--- config.mk ---
export PLATFORM = sky130hd
export DESIGN_NAME = dmem_responder
export DESIGN_NICKNAME = d
export VERILOG_FILES = /design/src/rtl/dmem_responder.sv
export SDC_FILE = /design/constraint.sdc
export NUM_CORES = 2
export LEC_CHECK = 0
export CORE_ASPECT_RATIO = 1.75
export CORE_MARGIN = 2
export CORE_UTILIZATION = 63
export DETAILED_ROUTE_END_ITERATION = 16
export GPL_ROUTABILITY_DRIVEN = 0
export PLACE_DENSITY = 0.81
export SYNTH_ARGS = -nofsm -noshare
export SYNTH_HDL_FRONTEND = slang
export SYNTH_SLANG_ARGS = --single-unit
export TNS_END_PERCENT = 20
--- constraint.sdc ---
create_clock -name clk -period 4 [get_ports clk]
set_clock_uncertainty 0.1 [all_clocks]
set_input_delay 1.2 -clock clk [delete_from_list [all_inputs] [get_ports clk]]
set_output_delay 1.2 -clock clk [all_outputs]
set_load 0.03 [all_outputs]
--- src/rtl/dmem_responder.sv ---
// Data-memory responder: single outstanding load/store request, fixed wait states, byte-lane
// writes and a registered valid/ready response channel.
module dmem_responder #(
  parameter int unsigned DEPTH   = 64,
  parameter int unsigned LATENCY = 2
) (
  input  logic        clk,
  input  logic        rst,
  input  logic        req_valid,
  output logic        req_ready,
  input  logic        req_write,
  input  logic [31:0] req_addr,
  input  logic [31:0] req_wdata,
  input  logic [3:0]  req_be,
  output logic        rsp_valid,
  input  logic        rsp_ready,
  output logic [31:0] rsp_rdata,
  output logic        rsp_err
);

  localparam int unsigned IdxW = (DEPTH > 1) ? $clog2(DEPTH) : 1;
  localparam logic [3:0] LatInit = 4'(LATENCY - 1);

  typedef enum logic [1:0] {StIdle, StBusy, StResp} state_e;

  state_e      state_q;
  logic [3:0]  cnt_q;
  logic        write_q;
  logic [31:0] addr_q;
  logic [31:0] wdata_q;
  logic [3:0]  be_q;
  logic [31:0] mem_q [DEPTH];

  logic            acc_err;
  logic [IdxW-1:0] acc_idx;

  // Decode of the latched request; only consulted in the final BUSY cycle.
  always_comb begin
    acc_err = (addr_q[1:0] != 2'b00) || (addr_q[31:2] >= 30'(DEPTH));
    acc_idx = addr_q[IdxW+1:2];
  end

  always_ff @(posedge clk) begin
    if (!rst) begin
      state_q   <= StIdle;
      req_ready <= 1'b1;
      rsp_valid <= 1'b0;
      rsp_rdata <= '0;
      rsp_err   <= 1'b0;
      cnt_q     <= '0;
      write_q   <= 1'b0;
      addr_q    <= '0;
      wdata_q   <= '0;
      be_q      <= '0;
      for (int unsigned i = 0; i < DEPTH; i++) begin
        mem_q[IdxW'(i)] <= '0;
      end
    end else begin
      unique case (state_q)
        StIdle: begin
          if (req_valid && req_ready) begin
            write_q   <= req_write;
            addr_q    <= req_addr;
            wdata_q   <= req_wdata;
            be_q      <= req_be;
            cnt_q     <= LatInit;
            req_ready <= 1'b0;
            state_q   <= StBusy;
          end
        end
        StBusy: begin
          if (cnt_q != 4'd0) begin
            cnt_q <= cnt_q - 4'd1;
          end else begin
            rsp_valid <= 1'b1;
            rsp_err   <= acc_err;
            rsp_rdata <= '0;
            state_q   <= StResp;
            if (!acc_err) begin
              if (write_q) begin
                for (int i = 0; i < 4; i++) begin
                  if (be_q[i]) begin
                    mem_q[acc_idx][8*i +: 8] <= wdata_q[8*i +: 8];
                  end
                end
              end else begin
                rsp_rdata <= mem_q[acc_idx];
              end
            end
          end
        end
        StResp: begin
          // Response held until taken; a new request can only be seen one cycle later.
          if (rsp_ready) begin
            rsp_valid <= 1'b0;
            rsp_rdata <= '0;
            rsp_err   <= 1'b0;
            req_ready <= 1'b1;
            state_q   <= StIdle;
          end
        end
        default: begin
          state_q   <= StIdle;
          req_ready <= 1'b1;
        end
      endcase
    end
  end

endmodule

# Yosys cells after proc, flatten, opt, wreduce, memory -nomap -nowiden
# Memory sizes are Yosys's and may differ from the RTL's. A register that Yosys moved wholly into a read port is not among the register bits.
# Cells that the tools add are included.
classes:
  addsub: 1
  order_cmp: 1
  eq_ne: 6
  mux: 54
  bitwise: 1
  n_reduce_logical: 13
op_table:
  columns: ["op", "count"]
  rows:
  - ["$mux 32", 5]
  - ["$pmux 32 s2", 1]
  - ["$mux 1", 34]
  - ["$reduce_or 32->1", 1]
  - ["$ge 30x7->1 const B", 1]
  - ["$mux 6", 3]
  - ["$mux 4", 3]
  - ["$reduce_and 3->1", 4]
  - ["$ne 2x2->1 const B", 4]
  - ["$pmux 4 s2", 1]
  - ["$mux 2", 3]
  - ["$pmux 2 s3", 1]
  - ["$reduce_bool 2->1", 3]
  - ["$pmux 1 s2", 2]
  - ["$reduce_bool 4->1", 1]
  - ["$sub 4x1->4 const B", 1]
  - ["$pmux 1 s3", 1]
  - ["$eq 2x1->1 const B", 1]
  - ["$eq 2x2->1 const B", 1]
  - ["$logic_not 2->1", 1]
  - ["$reduce_and 2->1", 1]
  - ["$logic_and 1x1->1", 1]
  - ["$logic_or 1x1->1", 1]
  - ["$not 1->1", 1]
totals:
  reg_bits: 110
  ramBits: 2048
  in_bits: 73
  output_inout_bits: 35
  elab_cells: 87
  memories: 1
mem_list:
  columns: ["memory", "words", "word_bits", "read_ports", "rd_clocked_by_memory_dff", "wr", "line_no", "source"]
  rows:
  - ["mem_q", 64, 32, 1, 1, 64, "32", "logic [31:0] mem_q [DEPTH];"]

# Longest topological paths before layout
logic_depth:
  word_depth: 9
  depth_mapped: 10

# Worst setup path after synthesis
# No wires, ideal clock.
synth_path:
  path_type: "input-to-reg"
  from: "in rst"
  to: "mem mem_q[0][0], enable pin"
  setup_time_ns: 0.384
  arrival_time_ns: 2.912
  t_required_ns: 3.516
  path_slack_ns: 0.604
  cell_stages: 5
  path_buffers: 1
  cell_sequence: "nand3_1 nor3_2 nand3_1 clkbuf_1 o21ai_0"
synth_lines:
  columns: ["item", "line_no", "source"]
  rows:
  - ["from (decl)", "8", "input logic rst,"]
  - ["to (decl)", "32", null]

==> summary.md <==
| Metric | Value |
|---|---|
| Period minus WS final | `4020 ps` |
| Drt wl/cell | `32.3 um` |
| Postcts setup bufs | `0` |
| Max-cap viol count | `0` |
| Cell Rows | `186` |
| WP buf/inv | `2` |
| Cells along the critical path | `buf_12 > buf_12 > mux4_2 > a22oi_1 > nand3_1 > o21ai_0 > o21ai_0` |
| Worst min path class | `reg -> reg` |
| Area of the multi-input gates | `26300 um^2` |
| Die H | `511 um` |
| Die area | `150000 um^2` |
| First-pass GRT wire length | `410000 um` |
| Seq. cell area | `63800 um^2` |
| DPL Wire Length | `189000 um` |
| Peak VDD IR | `0.000421 V` |
| Worst slack, placed | `-91.1 ps` |
| Worst setup margin | `-17.2 ps` |
| Crit share post-route | `100%` |
| Total routed wirelength | `287000 um` |
| Mapped Nets | `6770` |
| Slew headroom | `5.31%` |
| Setup TNS | `-17.2 ps` |
| Gate Count Post-Synth | `6695` |
| Critical Path AT | `4600 ps` |
| Vias per cell | `6.91` |
| Failing checks | `setup timing` |
| Layout Nets | `6924` |
| DR DRC count | `0` |
| Number of instances in the placed design | `8551` |
| Largest net degree at the start of global routing | `160` |
| Final hold violation count | `0` |
| Fill cell count | `8521` |
| R2r setup slk | `-20 ps` |
| Top FF cell, synth | `edfxtp_1` |
| R2R cell count | `7` |
| Crit. End Element | `register` |
| Vias in the first global route | `62100` |
| Via Count | `61400` |
| Setup violators final | `1` |
| Pleak | `33.7 nW` |
| Layout cells sized above 1 | `19.3%` |
| Post-route ant nets | `0` |
| R2R Path End | `rsp_rdata[31]$_SDFFE_PN0P_` |
| Netlist Area Pre-Place | `92600 um^2` |
| Asr flop ratio synth | `0%` |
| Worst-Margin Slew | `1380 ps` |
| Final Power | `47.5 mW` |
| P&R area growth vs syn | `12.2%` |
| Starting Density | `63.2%` |
| Placed cell area | `98100 um^2` |
| Setup crit start kind | `register` |
| Status | `finished with violations` |
| Synth top area share | `66.4%` |
| Worst Hold Endpoint | `addr_q[15]$_SDFFE_PN0P_` |
| Top-Level Pins | `108` |
| CTS tree | `built` |
| Area contributors post-synth | `edfxtp_1, mux4_2, nor2_1` |
| Highest clock rate | `249 MHz` |
| Drt first-iter violations | `10100` |
| Util after Layout | `70.9%` |
| Pre-Repair DR Iteration Count | `9` |
| CP required | `4590 ps` |
| Num CTS Buffers | `176` |
| I/O Buffers | `107` |
| Final hold slack | `364 ps` |
| Cell Pwr Density | `457 nW/um^2` |
| Clk root buf | `clkbuf_16` |
| Antenna violations before repair | `15` |
| Cell taking the most area after synthesis | `edfxtp_1` |
| Non-filler cells, final | `8883` |
| Hold Crit Depth | `2` |
| CTS H-tree depth | `4` |
| Count of cell types in the netlist | `58` |
| DIE WIDTH | `294 um` |
| Hold path start | `addr_q[15]$_SDFFE_PN0P_` |
| Sequential area share after synthesis | `69.0%` |
| Post-synthesis register bit count | `2164` |
| Clock Latency Late Sink | `830 ps` |
| Max-slew violations | `0` |
| Unrepaired setup endpoints after global routing | `no` |
| Grt ovf | `0` |
| Final instance area | `104000 um^2` |
| Critical path fanouts, max | `25` |
| Worst-path clk slew | `70 ps` |
| Crit Path Class | `reg -> reg` |
| CP peak stage delay | `790 ps` |
| EDFF count, synth | `2048` |
| CTS sink cnt | `2164` |
| CTS Buffer Depth | `3` |
| Yosys warnings | `0` |
| Slowest CP cell | `dfxtp_4` |
| Total GRT Usage | `38.7%` |
| CP delay by family, top | `compound AO/OA/AOI/OAI gates` |
| Synthesized area per cell | `13.8 um^2` |
| Core area | `146000 um^2` |
[placed cells by master, fill, tap and decap left out, types with 55 or more instances in the layout]
cell type        instances
nor2_1                2088
edfxtp_1              2048
buf_4                  501
mux4_2                 490
nand2_1                317
o21ai_0                309
clkbuf_16              180
nand3_1                132
a22oi_1                120
dfxtp_1                112
clkdlybuf4s50_1        106
a21boi_0                73
mux2i_1                 56
o22ai_1                 55
[worst max path at each step]
stage / depth (start not counted) / startpoint / slack (ps) / end
2_1_floorplan: 5 / rst / 600 / mem_q[0][0]$_SDFFCE_PN0P_
3_3_place_gp: 5 / rst / 100 / mem_q[52][22]$_SDFFCE_PN0P_
3_5_place_dp: 5 / rst / -90 / mem_q[53][22]$_SDFFCE_PN0P_
4_1_cts: 5 / addr_q[31]$_SDFFE_PN0P_ / 370 / mem_q[62][16]$_SDFFCE_PN0P_
5_1_grt: 7 / register / 30 / rsp_rdata[31]$_SDFFE_PN0P_
6_report: 7 / register / -20 / rsp_rdata[31]$_SDFFE_PN0P_
[sequential cells by signal, summed over array words and instances, names as in the netlist, named ones only]
register   count
addr_q        32
be_q           4
cnt_q          4
mem_q       2048
req_ready      1
rsp_err        1
rsp_rdata     32
rsp_valid      1
state_q        2
wdata_q       32
write_q        1
[area by class of cell]
| cell class | instances | share of cell area, % |
|---|---|---|
| Antenna cell | 7 | 0.0169 |
| Clock buffer | 222 | 4.56 |
| Clock inverter | 103 | 0.917 |
| Inverter | 7 | 0.0253 |
| Multi-Input combinational cell | 3854 | 25.3 |
| Sequential cell | 2164 | 61.5 |
| Tap cell | 1880 | 2.27 |
| Timing Repair Buffer | 646 | 5.39 |
[cells by family after synthesis]
| kind of cell | Yosys count | share of synthesized area, % |
|---|---|---|
| buffers and inverters | 677 | 2.83 |
| multiplexers | 550 | 12.6 |
| XOR/XNOR | 2 | 0.0189 |
| flip-flops | 2164 | 69.0 |
| AO/OA/AOI/OAI | 638 | 4.19 |
| adder cells (fa/ha/maj) | 2 | 0.0270 |
| AND/OR/NAND/NOR | 2662 | 11.4 |
[timing repair]
item | 4_1_cts | 5_1_grt
resized for setup | 0 | 1
setup endpoints to repair | 0 | 1
hold buffers | 0 | 0
[synthesized netlist by cell type, types with 5 or more instances]
master / n
nor2_1: 2091
edfxtp_1: 2048
clkbuf_1: 590
mux4_2: 490
nand2_1: 324
o21ai_0: 309
nand3_1: 137
a22oi_1: 120
dfxtp_1: 116
a21boi_0: 73
buf_2: 62
mux2i_1: 56
o22ai_1: 55
a21oi_1: 39
nand2_2: 24
buf_1: 18
nor2b_1: 18
and3_1: 11
nand2b_1: 7
nor3b_1: 7
nor4_1: 7
a211oi_1: 6
a31oi_1: 6
and2_1: 6
nor3_1: 6
o221ai_1: 6
a41oi_1: 5
inv_1: 5
[worst reg2reg max path: cells and delay by family (launching register included)]
| kind | cells | cell delay, ps |
|---|---|---|
| buf+inv | 2 | 700 |
| flops | 1 | 790 |
| compound gates | 3 | 1140 |
| mux | 1 | 530 |
| simple gates | 1 | 630 |
[report_power, final]
group          internal (mW)  switching [mW]  total, mW
Clock                   9.44            8.00       17.4
Sequential              25.5           0.409       25.9
Combinational           1.54            2.62       4.16
Total                   36.4            11.0       47.5
[layer usage]
metal | GRT usage [%] | vias to the layer above | routed length, um
met2 | 63.6 | 5459 | 140000
met1 | 41.2 | 29800 | 78200
met5 | 0.650 | - | 227
li1 | - | 24700 | -
met3 | 9.86 | 1461 | 36700
met4 | 33.8 | 16 | 31700
(Power assumes the default switching activity.)
